## config.mk

```make
export PLATFORM = sky130hd
export DESIGN_NAME = fish_game_sequencer
export DESIGN_NICKNAME = d
export VERILOG_FILES = /design/src/rtl/fish_game_sequencer.sv
export SDC_FILE = /design/constraint.sdc
export NUM_CORES = 1
export LEC_CHECK = 0
export CORE_MARGIN = 8
export CORE_UTILIZATION = 44
export DETAILED_ROUTE_END_ITERATION = 6
export GPL_ROUTABILITY_DRIVEN = 0
export PLACE_DENSITY_LB_ADDON = 0.1
export SYNTH_ARGS = -nofsm -noshare
export SYNTH_HDL_FRONTEND = slang
export SYNTH_SLANG_ARGS = --single-unit
```

## constraint.sdc

```tcl
create_clock -name clk -period 2 [get_ports clk]
set_clock_uncertainty 0.15 [all_clocks]
set_input_delay 0.3 -clock clk [delete_from_list [all_inputs] [get_ports clk]]
set_output_delay 0.3 -clock clk [all_outputs]
set_load 0.02 [all_outputs]
```

## src/rtl/fish_game_sequencer.sv

```systemverilog
// fish_game_sequencer: top-level game FSM for the fishing sim.
// It walks fish_controller through the start menu, base play, line reel and
// game finish states, and drives the controller's one-hot q_* inputs.
// It also owns the round countdown timer and freezes the final score.
// Optional feature macro: HIGH_SCORE_EN adds a high_score register and port.
// That register keeps the best final score across rounds until rst.
module fish_game_sequencer #(
  parameter int TICKS_PER_SEC = 60,
  parameter int GAME_SECONDS  = 60
) (
  input  logic        clk,
  input  logic        rst,
  input  logic        tick,
  input  logic        btn_start,
  input  logic        btn_quit,
  input  logic        fish_hooked,
  input  logic [15:0] score,
  output logic        q_start_menu,
  output logic        q_base_play,
  output logic        q_line_reel,
  output logic        q_game_finish,
  output logic [7:0]  time_left,
  output logic [15:0] final_score
`ifdef HIGH_SCORE_EN
  ,
  output logic [15:0] high_score
`endif
);

  localparam logic [7:0] TICK_MAX  = 8'(TICKS_PER_SEC - 1);
  localparam logic [7:0] GAME_LOAD = 8'(GAME_SECONDS);

  typedef enum logic [1:0] {
    S_START_MENU,
    S_BASE_PLAY,
    S_LINE_REEL,
    S_GAME_FINISH
  } state_t;

  state_t     state;
  state_t     next_state;
  logic       start_prev;
  logic       quit_prev;
  logic       start_e;
  logic       quit_e;
  logic       in_play;
  logic       round_begin;
  logic [7:0] tick_cnt;

  assign start_e     = btn_start & ~start_prev;
  assign quit_e      = btn_quit & ~quit_prev;
  assign in_play     = (state == S_BASE_PLAY) || (state == S_LINE_REEL);
  assign round_begin = (state == S_START_MENU) && start_e;

  // The previous-level registers reset high, so a button held through reset
  // does not look like a fresh press.
  always_ff @(posedge clk or posedge rst) begin
    if (rst) begin
      start_prev <= 1'b1;
      quit_prev  <= 1'b1;
    end else begin
      start_prev <= btn_start;
      quit_prev  <= btn_quit;
    end
  end

  // Next-state selection. Quit has top priority in play. A reel that is
  // still in progress keeps the round alive after the timer reaches zero.
  always_comb begin
    next_state = state;
    case (state)
      S_START_MENU: begin
        if (start_e) next_state = S_BASE_PLAY;
      end
      S_BASE_PLAY: begin
        if (quit_e)                 next_state = S_GAME_FINISH;
        else if (time_left == 8'd0) next_state = S_GAME_FINISH;
        else if (fish_hooked)       next_state = S_LINE_REEL;
      end
      S_LINE_REEL: begin
        if (quit_e)                                  next_state = S_GAME_FINISH;
        else if (!fish_hooked && time_left == 8'd0)  next_state = S_GAME_FINISH;
        else if (!fish_hooked)                       next_state = S_BASE_PLAY;
      end
      S_GAME_FINISH: begin
        if (start_e) next_state = S_START_MENU;
      end
      default: next_state = S_START_MENU;
    endcase
  end

  // State register and registered one-hot outputs. The outputs are loaded
  // from the next state, so they always match the state register.
  always_ff @(posedge clk or posedge rst) begin
    if (rst) begin
      state         <= S_START_MENU;
      q_start_menu  <= 1'b1;
      q_base_play   <= 1'b0;
      q_line_reel   <= 1'b0;
      q_game_finish <= 1'b0;
    end else begin
      state         <= next_state;
      q_start_menu  <= (next_state == S_START_MENU);
      q_base_play   <= (next_state == S_BASE_PLAY);
      q_line_reel   <= (next_state == S_LINE_REEL);
      q_game_finish <= (next_state == S_GAME_FINISH);
    end
  end

  // Round timer. It is loaded when a round starts and counts down only
  // during play. It saturates at zero, and the sub-second count is held
  // outside play.
  always_ff @(posedge clk or posedge rst) begin
    if (rst) begin
      time_left <= 8'd0;
      tick_cnt  <= 8'd0;
    end else if (round_begin) begin
      time_left <= GAME_LOAD;
      tick_cnt  <= 8'd0;
    end else if (in_play && tick) begin
      if (tick_cnt == TICK_MAX) begin
        tick_cnt <= 8'd0;
        if (time_left != 8'd0) time_left <= time_left - 8'd1;
      end else begin
        tick_cnt <= tick_cnt + 8'd1;
      end
    end
  end

  // The final score tracks the live score throughout play, including the
  // edge that enters GAME_FINISH. This lets a catch awarded on that last
  // edge still count.
  always_ff @(posedge clk or posedge rst) begin
    if (rst) begin
      final_score <= 16'd0;
    end else if (round_begin) begin
      final_score <= 16'd0;
    end else if (in_play) begin
      final_score <= score;
    end
  end

`ifdef HIGH_SCORE_EN
  // The best score is compared once, on the edge that enters GAME_FINISH.
  // It survives across rounds until reset.
  always_ff @(posedge clk or posedge rst) begin
    if (rst) begin
      high_score <= 16'd0;
    end else if (in_play && next_state == S_GAME_FINISH && score > high_score) begin
      high_score <= score;
    end
  end
`endif

endmodule

```

---- Word level (Yosys, flattened, before mapping) ----
Cells that the tools add are included.
word-level totals
  register bits after elaboration ......... 40
  input bits .............................. 22
  output and inout port bits .............. 28
  logic and storage cells ................. 55
operators by class
  $add $sub $neg .......................... 2
  eq/ne operators ......................... 7
  muxes and demuxes ....................... 18
  bitwise logic cells ..................... 4
  reductions and logical operators ........ 14
operators with widths
  operator                                           number
  2-to-1 mux 8 bit                                   7
  2-to-1 mux 16 bit                                  2
  2-to-1 mux 2 bit                                   8
  adder 8 x 1 -> 8 bit (second input constant)       1
  == test 2 bit (second input constant)              4
  == test 8 x 6 -> 1 bit (second input constant)     1
  logical NOT 8 bit                                  1
  case mux 2 bit (4 select lines)                    1
  nonzero test 2 bit                                 4
  nonzero test 8 bit                                 1
  subtractor 8 x 1 -> 8 bit (second input constant)  1
  == test 2 x 1 -> 1 bit (second input constant)     2
  logical NOT 2 bit                                  2
  logical AND 1 bit                                  3
  AND reduction 3 bit                                1
  bitwise AND 1 bit                                  2
  NOT 1 bit                                          2
  logical NOT 1 bit                                  1
  logical OR 1 bit                                   1

---- Depth between registers and ports, before layout ----
  word-level depth ........................ 6
  mapped depth ............................ 9
  mapped depth without buffers ............ 6

---- Least setup slack after synthesis ----
OpenSTA, ideal clock, no wires.
  kind .................................... reg-to-reg
  start ................................... register state[0]
  end ..................................... register time_left[7]
  library setup time ...................... 78 ps
  data arrival time ....................... 1826 ps
  data required time ...................... 1772 ps
  setup slack ............................. -55 ps
  stages on the path, launching flop included .. 9
  buffers on the path ..................... 2
  period minus slack after synthesis ...... 2055 ps
  path through ............................ dfrtp_1 inv_1 ha_1 buf_6 and2_4 buf_6 nand3_4 or4_1 a21oi_1
on the way
  longest elaborated chain between the ends .. 5
  elaborated cells between the ends (all ways) .. 11
  classes of those cells .................. eq/ne (2); mux (1); reduce/logical (8)
RTL lines
  item                                                            RTL line  text
  start: declaration                                              40        state_t state;
  start signal: assignment                                        102       state <= next_state;
  == test 2 x 1 -> 1 bit / == test 2 bit (equally long branches)  52        assign in_play = (state == S_BASE_PLAY) || (state == S_LINE_REEL);
  logical OR 1 bit                                                52
  logical AND 1 bit                                               120       end else if (in_play && tick) begin
  nonzero test 2 bit (no source line)                             n/a
  AND reduction 3 bit (no source line)                            n/a
  end signal: assignment                                          123       if (time_left != 8'd0) time_left <= time_left - 8'd1;
  end: declaration                                                22        output logic [7:0] time_left,
Parallel ways exist; a longest one is shown, timed or not.
A chain may end at the register's enable or synchronous reset.

---- Final worst setup path ----
  start ................................... register state[1]
  end ..................................... register q_start_menu
on the way
  longest elaborated chain between the ends .. 5
  elaborated cells between the ends (all ways) .. 14
  classes of those cells .................. eq/ne (3); mux (9); reduce/logical (2)
RTL lines
  item                                 RTL line  text
  2-to-1 mux 2 bit (on tied branches)  83, 78
  2-to-1 mux 2 bit (on tied branches)  82, 77
  2-to-1 mux 2 bit (on tied branches)  81, 76
  case mux 2 bit (4 select lines) *    71        case (state)
  net next_state[1]                    41        state_t next_state;
  logical NOT 2 bit *                  103       q_start_menu <= (next_state == S_START_MENU);
  end signal: assignment               103
  end: declaration                     18        output logic q_start_menu,
The timed path passes the listed nets; every way through them passes the cells marked *.

==> results.cfg <==
[die]
die_y_um = 83.2
io_pins = 50
die_x_um = 83.2
coreArea_mm2 = 0.00435
start_util_pct = 45.7
die_area_mm2 = 0.00693
row_count = 24

[power]
power.leakage_nw = 1.20
peakVddDrop_v = 0.000931
p_total_mw = 3.58
power_density_mw_per_mm2 = 1300

[drt]
drcViolationCount = 0
finalWirelength_um = 4900
initialDrtViolationCount = 46
first_pass_iters = 4
final_antenna_net_count = 0
wl_per_cell_um = 16.3
routed_via_density = 5.47
vias = 1640

[critical_path]
crit_path_max_fanout = 5
critPathArrivalTime_ns = 2.00
cp.required_ns = 2.08
rrSetupSlack_ns = 0.08
r2r-start = state[1]$_DFF_PP0_
start_kind = flop
worst_r2r_path_depth = 7
crit_type = reg -> reg
worstReg2RegEnd = q_start_menu$_DFF_PP1_
end_kind = flop

[timing]
fin_hold_ws_ns = 0.164
rsz0062_at_grt = no
setup_tns_ns = 0
period_needed_ns = 1.92
tightest_slew_ns = 0.375
slew_headroom_pct = 74.8
final-setup-viol-count = 0
fmax_mhz = 520
hold_viol_final = 0
timing.final.crit_share_pct = 96.2
slew_violations = 0

[logic_synthesis]
syn_nets = 213
ys.flop_type = dfrtp_1
async_reset_ff_share_pct = 100
synth_area_leaders = dfrtp_1 (47%), mux2i_1 (8.6%), ha_1 (5.0%)
syn_inst = 183
synth_edf_count = 0
yosys.area.top_type = dfrtp_1
synth_top_area_share_pct = 46.5
syn_area_mm2 = 0.00199
seq_area_frac_synth_pct = 50.5
yosys_warnings = 0
ys_types = 49
ys_ff_latch = 40
syn_avg_cell_area_um2 = 10.9

[clock_tree]
cts-hold-fix-buffers = 0
cts_tree = yes
numCtsBuffers = 5
cts_root_buf = clkbuf_8
clock_latency_ns = 0.30
cts.sinks = 40
path_clk_slew_ns = 0.08
clockBufferDepth = 2
cts-htree-levels = 2

[cells_and_area]
layout.cells.non_filler = 300
layout_common_cells = clkdlybuf4s50_1 (49), dfrtp_1 (36), nor2_1 (26)
layout_commonest_cell = clkdlybuf4s50_1
nets = 277
antenna_cells = 0
syn2layout_area_growth_pct = 38.6
drive_above_1_share_pct = 16.1
fin_util_pct = 63.3

[global_routing]
grt_usage_pct = 14.3
grt_pass1_wl_um = 8120
grt_max_degree = 26
antenna_found_initial = 0
grt_pass1_vias = 1612
grt_overflow = 0

[place]
dp_hpwl_um = 3670
placed_cells_incl_taps = 291
io_buffers = 49

[run_status]
outcome = completed

[hold_path]
worstHoldPathType = in -> async

[job]
maxCapViolCount = 0
[critical path: stages, from the launching register on]
cell and delay (ns):
dfrtp_1 0.41, inv_1 0.11, buf_4 0.15, ha_1 0.19, inv_1 0.09, a311o_1 0.35, o22ai_4 0.20, and3b_1 0.20
[timing repair]
item                                    in CTS  in global routing
setup buffers                                0                  1
gates resized for setup                      1                  7
pin swaps                                    0                  1
endpoints found under the setup margin       1                  6
[per-stage QoR]
step                      instance area [um2]  setup slack [ns]
final                                    2760            0.0765
after CTS                                2710            0.0293
after detailed placement                 2610           -0.0120
after global placement                   2610            0.0230
after global routing                     2760           0.00934
after floorplan                          1990           0.00494
[logic make-up after synthesis]
family | Yosys count | share of synthesized area, %
DFF | 40 | 50.5
adders and majority gates | 8 | 5.03
muxes | 17 | 8.55
buffers and inverters | 16 | 3.84
xor gates and xnor gates | 4 | 1.76
AOI/OAI and AO/OA | 35 | 12.0
and+or+nand+nor | 63 | 18.4
[how the worst max path moves through the flow]
stage	from	endpoint	slack, ns	cells after the start
final	state[1]$_DFF_PP0_	q_start_menu$_DFF_PP1_	0.08	7
after global placement	time_left[0]$_DFFE_PP0P_	q_line_reel$_DFF_PP0_	0.02	6
after detailed placement	btn_quit	q_start_menu$_DFF_PP1_	-0.01	5
after global routing	state[1]$_DFF_PP0_	time_left[4]$_DFFE_PP0P_	0.009	6
after CTS	state[1]$_DFF_PP0_	time_left[4]$_DFFE_PP0P_	0.03	6
after floorplan	state[0]$_DFF_PP0_	time_left[5]$_DFFE_PP0P_	0.005	9
[layout make-up]
type	instances	area, um2
clock buffers	7	86.3
repair buffers	65	611
clock inverters	1	7.51
fillers	358	1600
inverters	8	30.0
well taps	52	65.1
flip-flops and latches	40	1010
multi-input cells	127	952
[metal layers]
layer  vias to the layer above  share of wire (%)  wire length, um  GRT usage (%)
li1                        786                  -                -              -
met5                         -                  0                0              0
met4                         0                1.8               87           5.27
met1                       800                 43             2100           16.8
met2                        45                 50             2460           23.4
met3                         9                5.2              253           4.88
[cells in the mapped netlist, drive strengths merged, types with 2 or more instances]
library cell and count:
and2 2, nor3 2, xor2 4, o2111ai 2
or4 2, or3 4, ha 8, and4 4
a311oi 2, a211oi 2, nand2b 2, and3b 2
o21ai 6, mux2i 17, nand2 7, buf 3
nor2b 2, o211ai 2, inv 8, dfstp 3
nand3 3, clkbuf 5, a31oi 2, and3 2
a21oi 8, nor2 26, dfrtp 37, nor4 2
[state kept, by name, indices dropped and copies added (netlist names)]
name and count:
q_base_play 1, time_left 8, q_game_finish 1, q_start_menu 1, final_score 16, q_line_reel 1, quit_prev 1, state 2
tick_cnt 8, start_prev 1
[power breakdown]
| group | leakage [nW] | total (mW) | switching (mW) | internal [mW] |
|---|---|---|---|---|
| clock | 0.0445 | 0.557 | 0.277 | 0.280 |
| sequential | 0.491 | 1.21 | 0.146 | 1.07 |
| combinational | 0.668 | 1.81 | 0.939 | 0.874 |
(Power assumes the default switching activity.)
